[config.mk]
export PLATFORM = sky130hd
export DESIGN_NAME = ram_bus_ctrl
export DESIGN_NICKNAME = d
export VERILOG_FILES = /design/src/rtl/ram_bus_pkg.sv /design/src/rtl/ram_bus_ctrl_byte_merge.sv /design/src/rtl/ram_bus_ctrl.sv
export SDC_FILE = /design/constraint.sdc
export NUM_CORES = 1
export LEC_CHECK = 0
export ABC_AREA = 1
export ABC_CLOCK_PERIOD_IN_PS = 2200
export BUFFER_PORTS_ARGS = -buffer_cell sky130_fd_sc_hd__buf_2
export CAP_MARGIN = 20
export CORE_ASPECT_RATIO = 0.6
export CORE_MARGIN = 2
export CORE_UTILIZATION = 45
export DETAILED_ROUTE_END_ITERATION = 10
export GPL_TIMING_DRIVEN = 0
export PLACE_DENSITY_LB_ADDON = 0.1
export SYNTH_ARGS = -nofsm -noshare
export SYNTH_HDL_FRONTEND = slang
export SYNTH_HIERARCHICAL = 1
export SYNTH_SLANG_ARGS = --single-unit
[constraint.sdc]
create_clock -name clk -period 2.2 [get_ports clk]
set_input_delay 0.33 -clock clk [delete_from_list [all_inputs] [get_ports clk]]
set_output_delay 0.33 -clock clk [all_outputs]
set_load 0.02 [all_outputs]
[src/rtl/ram_bus_pkg.sv]
// Shared types and widths for the RAM bus controller.
// Imported by ram_bus_ctrl and byte_merge.
package ram_bus_pkg;
  localparam int BE_W   = 4;
  localparam int DATA_W = 32;

  typedef enum logic [1:0] {
    IDLE,
    ACCESS,
    MERGE,
    RESP
  } state_t;
endpackage

[src/rtl/ram_bus_ctrl_byte_merge.sv]
// Per-lane merge of new write data over the current RAM word.
// Used for read-modify-write of partial-byte writes.
module byte_merge
  import ram_bus_pkg::*;
(
  input  logic [DATA_W-1:0] i_wdata,
  input  logic [DATA_W-1:0] i_rdata,
  input  logic [BE_W-1:0]   i_be,
  output logic [DATA_W-1:0] o_data
);

  always_comb begin
    o_data = i_rdata;
    for (int i = 0; i < BE_W; i++) begin
      if (i_be[i]) o_data[8*i +: 8] = i_wdata[8*i +: 8];
    end
  end

endmodule

[src/rtl/ram_bus_ctrl.sv]
// Single-outstanding request/response bridge onto a 1-cycle RAM.
// Define RAM_BUS_CTRL_BOUNDS_CHECK_EN to flag out-of-range accesses.
module ram_bus_ctrl
  import ram_bus_pkg::*;
#(
  parameter int DEPTH = 1024,
  parameter int AW    = $clog2(DEPTH)
) (
  input  logic              clk,
  input  logic              rst,
  input  logic              req_valid,
  output logic              req_ready,
  input  logic              req_we,
  input  logic [31:0]       req_addr,
  input  logic [DATA_W-1:0] req_wdata,
  input  logic [BE_W-1:0]   req_be,
  output logic              rsp_valid,
  input  logic              rsp_ready,
  output logic [DATA_W-1:0] rsp_rdata,
  output logic              rsp_err,
  output logic              ram_en,
  output logic              ram_we,
  output logic [AW-1:0]     ram_addr,
  output logic [DATA_W-1:0] ram_di,
  input  logic [DATA_W-1:0] ram_dout
);

  state_t              r_state;
  state_t              w_next;
  logic                r_we;
  logic [29:0]         r_word;
  logic [DATA_W-1:0]   r_wdata;
  logic [BE_W-1:0]     r_be;
  logic [DATA_W-1:0]   w_merged;
  logic                w_oob;
  logic                w_unused;

`ifdef RAM_BUS_CTRL_BOUNDS_CHECK_EN
  assign w_oob    = (r_word >= 30'(DEPTH));
  assign w_unused = &{1'b0, req_addr[1:0]};
`else
  // Upper word bits are dropped, so addresses wrap modulo DEPTH.
  assign w_oob    = 1'b0;
  assign w_unused = &{1'b0, req_addr[1:0], r_word[29:AW]};
`endif

  always_ff @(posedge clk or posedge rst) begin
    if (rst) begin
      r_state <= IDLE;
      r_we    <= 1'b0;
      r_word  <= '0;
      r_wdata <= '0;
      r_be    <= '0;
    end else begin
      r_state <= w_next;
      if (req_valid && req_ready) begin
        r_we    <= req_we;
        r_word  <= req_addr[31:2];
        r_wdata <= req_wdata;
        r_be    <= req_be;
      end
    end
  end

  byte_merge u_merge (
    .i_wdata (r_wdata),
    .i_rdata (ram_dout),
    .i_be    (r_be),
    .o_data  (w_merged)
  );

  always_comb begin
    w_next = r_state;
    ram_en = 1'b0;
    ram_we = 1'b0;
    unique case (r_state)
      IDLE: begin
        if (req_valid) w_next = ACCESS;
      end
      ACCESS: begin
        w_next = RESP;
        if (w_oob) begin
          ram_en = 1'b0;
        end else if (!r_we) begin
          ram_en = 1'b1;
        end else if (r_be == '1) begin
          ram_en = 1'b1;
          ram_we = 1'b1;
        end else if (r_be != '0) begin
          // Partial write: fetch the old word first.
          ram_en = 1'b1;
          w_next = MERGE;
        end
      end
      MERGE: begin
        ram_en = 1'b1;
        ram_we = 1'b1;
        w_next = RESP;
      end
      RESP: begin
        if (rsp_ready) w_next = IDLE;
      end
      default: w_next = IDLE;
    endcase
  end

  assign ram_addr  = r_word[AW-1:0];
  assign ram_di    = (r_state == MERGE) ? w_merged : r_wdata;
  assign req_ready = (r_state == IDLE);
  assign rsp_valid = (r_state == RESP);
  assign rsp_err   = rsp_valid && w_oob;
  // RAM is idle in RESP, so ram_dout holds the read word.
  assign rsp_rdata = (rsp_valid && !r_we && !w_oob) ? ram_dout : '0;

endmodule

==> impl_metrics.ini, run 1 <==
[final_layout]
fin_area_um2 = 4150
fillers = 635
final_common_cell = buf_2
mostFrequentLayoutCells = 168 x buf_2, 167 x nand2_1, 59 x inv_1
finish.net_count = 713
drive_above_1_share_pct = 37.1
finalNonFillerCells = 691
synthToLayoutAreaGrowth_pct = 35.3
antenna_cells = 0

[synth]
synth_top_area_cell = dfrtp_1
synth-seq-cells = 49
synth_top_family_by_area = simple AND/OR/NAND/NOR gates
yosysUniqueCellTypes = 18
synth_compound_area_share_pct = 7.06
synthAdderAreaFrac_pct = 2.04
synthMuxAreaShare_pct = 10.4
synthSimpleGateAreaFrac_pct = 27.4
avgSynthCellArea_um2 = 7.03
ys_seq_area_share_pct = 40.0
synthTopCellsByArea = dfrtp_1 40%, nand2_1 20%, mux2_2 9.9%, inv_1 7.5%, nor2_1 6.6%
synthXorXnorAreaFrac_pct = 0
netlist_area_um2 = 3060
syn_nets = 546
synth_top_area_share_pct = 40.0
postSynthCellCount = 436
synth_warnings = 6

[routing]
num_vias = 3193
drc = 0
wl_um = 8170
drt_iter0_markers = 194
vias_per_cell = 4.62
avgRoutedWirePerCell_um = 11.8
drt-pass1-iter-count = 4
ant_nets = 0

[place]
placed_area_um2 = 3990
dp_hpwl_um = 6550
gp_congestion = 0.852
placed_cells = 684
port_buffers = 160
dp_slack_ns = 0.151

[clock_tree]
cts_tree = built
postCtsHoldBufs = 0
clk_pin_slew_worst_paths_ns = 0.07
cts-root-buf = clkbuf_16
cts.sinks = 49
clk_latency_ns = 0.28
cts_buffers = 5
htree_levels = 2
clock_path_buffers = 2

[pwr]
max-vdd-ir-drop_mv = 0.810
power_density_nw_per_um2 = 1530
total_power_mw = 6.32
p_leak_nw = 2.57

[run_status]
outcome = finished clean

[worst_setup_path]
slowest_stage = dfrtp_1
startpoint_type = flop
slowest_delay_ns = 0.42
crit_type = flop to output port
crit_buf_inv = 3
arrival_ns = 1.73
rrSetupSlack_ns = 0.53
cp_data_required_time_ns = 1.87
crit_chain = inv_1, ha_2, buf_2, nand2_1, o21ai_0, buf_2
cp_top_family = buffers and inverters
cp_max_fo = 10
cpMostUsedCell = buf_2
crit_path_end_kind = output port

[worst_hold_path]
hold_class = input pin to async pin

[sta]
fmax_mhz = 485
rsz0062_at_grt = false
final.setup.tns_ns = 0
min_period_ns = 2.06
skew_ns = 0.00426
layout_setup_ws_ns = 0.140
finalSetupViolCount = 0
hold_viol = 0
finalMaxSlewViolations = 0
min_period_over_period_pct = 93.6

[floorplan]
die_w_um = 111
die_h_um = 67.9
io_pins = 184
start_util_pct = 46.3
fp.dieArea_um2 = 7510
row_count = 23
core_um2 = 6620

[global_route]
grt_util_all_layers_pct = 21.2
antenna_found_initial = 1
grt_pass1_vias = 2765
grt.overflow.total = 0
grt_pass1_wl_um = 12800
grt_max_degree = 36

[job]
cap_violations = 0
## path summary, 6_finish.rpt
| kind | cells after the start | startpoint | endpoint |
|---|---|---|---|
| max | 6 | r_state[0] | ram_di[13] |
| min | 2 | rst | r_word[4] |
| max in group asynchronous | 3 | rst | r_wdata[12] |
| max reg2reg | 5 | r_state[0] | r_wdata[23] |
| min reg2reg | 1 | r_word[5] | r_word[5] |
| min in group clk | 2 | req_addr[4] | r_word[2] |
## final cells by class
type                    count  area, um2  area share [%]
plain buffers              21        156            3.77
clock buffers               6        129            3.11
clock inverters             2       15.0           0.362
inverters                  65        244            5.89
multi-input cells         300       1450            34.9
flip-flops and latches     49       1230            29.6
well taps                  87        109            2.63
repair buffers            161        821            19.8
## per-layer routing
metal	global-route usage [%]	vias up	wire, um
met5	0	-	0
met4	4.38	0	32
met3	6.29	4	680
met2	33.5	120	3540
met1	29.5	1425	3920
li1	-	1644	-
## through the flow
| step | util [%] | hold WS [ns] |
|---|---|---|
| after floorplan | - | 0.479 |
| after global placement | 60.0 | 0.483 |
| after detailed placement | 60.3 | 0.316 |
| after CTS | 62.6 | 0.00873 |
| after global routing | 62.6 | 0.0118 |
| final | 62.6 | 0.000748 |
## worst reg2reg max path: cells and delay by family (launching register included)
family / cells / cell delay (ns)
flip-flops: 1 / 0.41
buffers and inverters: 2 / 0.40
multiplexers: 1 / 0.38
adder cells (fa/ha/maj): 1 / 0.24
AND/OR/NAND/NOR: 1 / 0.11
## cell families (layout without fill, tap and decap cells)
group	count (synthesis)	count (layout)
AND/OR/NAND/NOR	223	223
flip-flops	49	49
multiplexers	28	28
AO/OA/AOI/OAI	43	43
other	1	1
buffers and inverters	87	255
adder cells (fa/ha/maj)	5	5
## synthesized netlist by cell type (all sizes together)
cell	n
buf	18
nand4	1
clkbuf	4
o22ai	1
conb	1
inv	65
nand3	1
a21oi	21
mux2	28
ha	5
nand2	167
nor2	54
dfrtp	49
o21ai	21
## where the power goes
part | internal (mW) | switching, mW | leakage (nW) | total (mW)
sequential | 1.35 | 0.293 | 0.558 | 1.64
combinational | 1.46 | 2.49 | 1.94 | 3.94
clock | 0.422 | 0.319 | 0.0631 | 0.740
total | 3.23 | 3.10 | 2.57 | 6.32
## what timing repair did
| item | CTS | global route |
|---|---|---|
| resized for setup | 4 | 3 |
| buffers inserted | 0 | 0 |
| endpoints found under the setup margin | 28 | 30 |
## state kept, by name, summed over array words and instances (netlist names)
signal   cells
r_word      10
r_be         4
r_state      2
r_we         1
r_wdata     32
Note: power is estimated with default switching activity, not from simulation.
==> run 2: changes to the inputs <==
--- a/config.mk
+++ b/config.mk
@@ -5,7 +5,6 @@
 export SDC_FILE = /design/constraint.sdc
 export NUM_CORES = 1
 export LEC_CHECK = 0
-export ABC_AREA = 1
 export ABC_CLOCK_PERIOD_IN_PS = 2200
 export BUFFER_PORTS_ARGS = -buffer_cell sky130_fd_sc_hd__buf_2
 export CAP_MARGIN = 20
==> impl_metrics.ini, run 2 <==
[run_status]
outcome = finished clean

[worst_setup_path]
r2r-end = r_wdata[13]
r2r_cells = 6
cp_max_fo = 10
startpoint_type = flop
cp.depth = 6
arrival_ns = 1.79
rrSetupSlack_ns = 0.44
cp_data_required_time_ns = 1.87
crit_path_end_kind = output port
reg2reg_from = r_state[1]
crit_type = flop to output port
cp_top_family = buffers and inverters
cpMostUsedCell = buf_6
slowest_delay_ns = 0.41
slowest_stage = dfrtp_1
cp-startpoint = r_state[0]
crit_chain = inv_2, ha_1, buf_6, buf_6, mux2_2, buf_2
crit_buf_inv = 4

[place]
port_buffers = 160
dp_hpwl_um = 5990
placed_area_um2 = 4060
gp_congestion = 0.715

[final_layout]
synthToLayoutAreaGrowth_pct = 35.4
largest_reg_flops = 32
drive_above_1_share_pct = 71.7
biggestRegsByFlops = r_wdata: 32 flops, r_word: 10 flops, r_be: 4 flops
antenna_cells = 0
fin_area_um2 = 4240
mostFrequentLayoutCells = 162 x buf_2, 69 x mux2_2, 49 x dfrtp_1
finish.net_count = 515
final_common_cell = buf_2
fin_util_pct = 63.3
regMostFlops = r_wdata

[routing]
vias_per_cell = 5.03
avgRoutedWirePerCell_um = 15.6
drt-pass1-iter-count = 4
ant_nets = 0
met2_length_um = 3480
drt_iter0_markers = 79
drc = 0
met3WireLength_um = 635
wl_um = 7680
num_vias = 2478
drt-met1-wl_um = 3540
maxUsedRoutingLayer = met4

[global_route]
grt_util_all_layers_pct = 19.6
antenna_found_initial = 0
grt_pass1_vias = 2304
grt.overflow.total = 0
grt_pass1_wl_um = 11800
grt_max_degree = 34

[sta]
finalMaxSlewViolations = 0
skew_ns = 0.00361
min_period_ns = 2.12
timing.hold.ws_ns = 0.0338
finalSetupViolCount = 0
min_period_over_period_pct = 96.2
rsz0062_at_grt = false
fmax_mhz = 473
hold_viol = 0

[floorplan]
start_util_pct = 46.7
die_w_um = 112
fp.dieArea_um2 = 7670
row_count = 23
die_h_um = 68.6
io_pins = 184
core_um2 = 6710

[clock_tree]
htree_levels = 2
cts_tree = built
cts_buffers = 5
cts.sinks = 49
cts-root-buf = clkbuf_16
clock_path_buffers = 2
clk_latency_ns = 0.28
postCtsSetupRepairBufs = 0
clk_pin_slew_worst_paths_ns = 0.07

[synth]
synth_warnings = 6
synth_top_area_cell = dfrtp_1
avgSynthCellArea_um2 = 13.2
synth-seq-cells = 49
yosys-top-cells-count = 69 x mux2_2, 49 x dfrtp_1, 32 x mux2_4
yosysUniqueCellTypes = 26
yosysMostFrequentCell = mux2_2
ys_seq_area_share_pct = 39.1
synthFlopType = dfrtp_1
synth_top_area_share_pct = 39.1
netlist_area_um2 = 3130
postSynthCellCount = 237
synthTopCellsByArea = dfrtp_1 39%, mux2_2 25%, mux2_4 15%, and3_1 6.0%, mux2_1 4.0%
syn_nets = 347
async_flop_share_pct = 100
synth-edff-count = 0

[pwr]
p_leak_nw = 2.30
power_density_nw_per_um2 = 1630
max-vdd-ir-drop_mv = 0.712
total_power_mw = 6.91

[job]
cap_violations = 0

[worst_hold_path]
hold_class = input pin to async pin
-- run 2: cell types whose count changed in the layout (fill, tap and decap cells not counted), sizes merged, moves of 2 or more --
cell,delta
buf,-3
inv,-61
nor2,-53
mux2,+84
nor2b,+3
clkbuf,+2
nand2,-166
a21oi,-21
o21ai,-21
and3,+32
-- run 2: routing by layer --
layer  global-route usage [%]  vias up
met5                        0        -
met4                     2.31        0
met3                     5.33        2
met2                     32.0       96
met1                     27.1     1186
li1                         -     1194
-- run 2: area by class of cell --
cell class	count	area, um2
plain buffers	20	175
clock buffers	6	129
clock inverters	2	15.0
fillers	569	2460
inverters	4	15.0
multi-input cells	164	1750
flip-flops and latches	49	1230
well taps	87	109
repair buffers	161	821
-- run 2: worst max path at each step --
stage               slack (ns)    endpoint
floorplan                 0.46  ram_di[10]
global placement         -0.07  r_wdata[7]
detailed placement        0.15  ram_di[10]
CTS                     0.0008  ram_di[10]
global route             0.001   ram_di[6]
finish                    0.08  ram_di[10]
-- run 2: repair_timing --
action                     4_1_cts  5_1_grt
setup endpoints to repair       29       59
hold buffers                     0        0
resized for setup                7       10
-- run 2: cell families (layout without fill, tap and decap cells) --
kind of cell | count (synthesis) | after routing | share of synthesized area, %
AO/OA/AOI/OAI | 6 | 6 | 1.56
adder cells (fa/ha/maj) | 5 | 5 | 2.00
buffers and inverters | 24 | 193 | 4.91
flip-flops | 49 | 49 | 39.1
multiplexers | 112 | 112 | 44.1
other | 1 | 1 | 0.120
AND/OR/NAND/NOR | 40 | 40 | 8.22
-- run 2: worst reg2reg max path, stage by stage (launching register included) --
cell,delay [ns]
dfrtp_1,0.41
inv_1,0.10
ha_1,0.21
nand2_1,0.07
buf_2,0.29
buf_6,0.21
mux2_2,0.35
-- run 2: power by group --
part	total, mW	switching (mW)	internal (mW)
clock network	0.752	0.330	0.422
registers	1.70	0.326	1.37
logic	4.46	2.25	2.21
total	6.91	2.91	4.01
-- run 2: stage by stage --
stage | setup TNS [ns] | std cells | setup WS, ns
6_report | 0 | 493 | 0.0846
2_1_floorplan | 0 | 237 | 0.463
4_1_cts | 0 | 493 | 0.000825
3_3_place_gp | -3.12 | 484 | -0.0671
3_5_place_dp | 0 | 485 | 0.148
5_1_grt | 0 | 493 | 0.00145
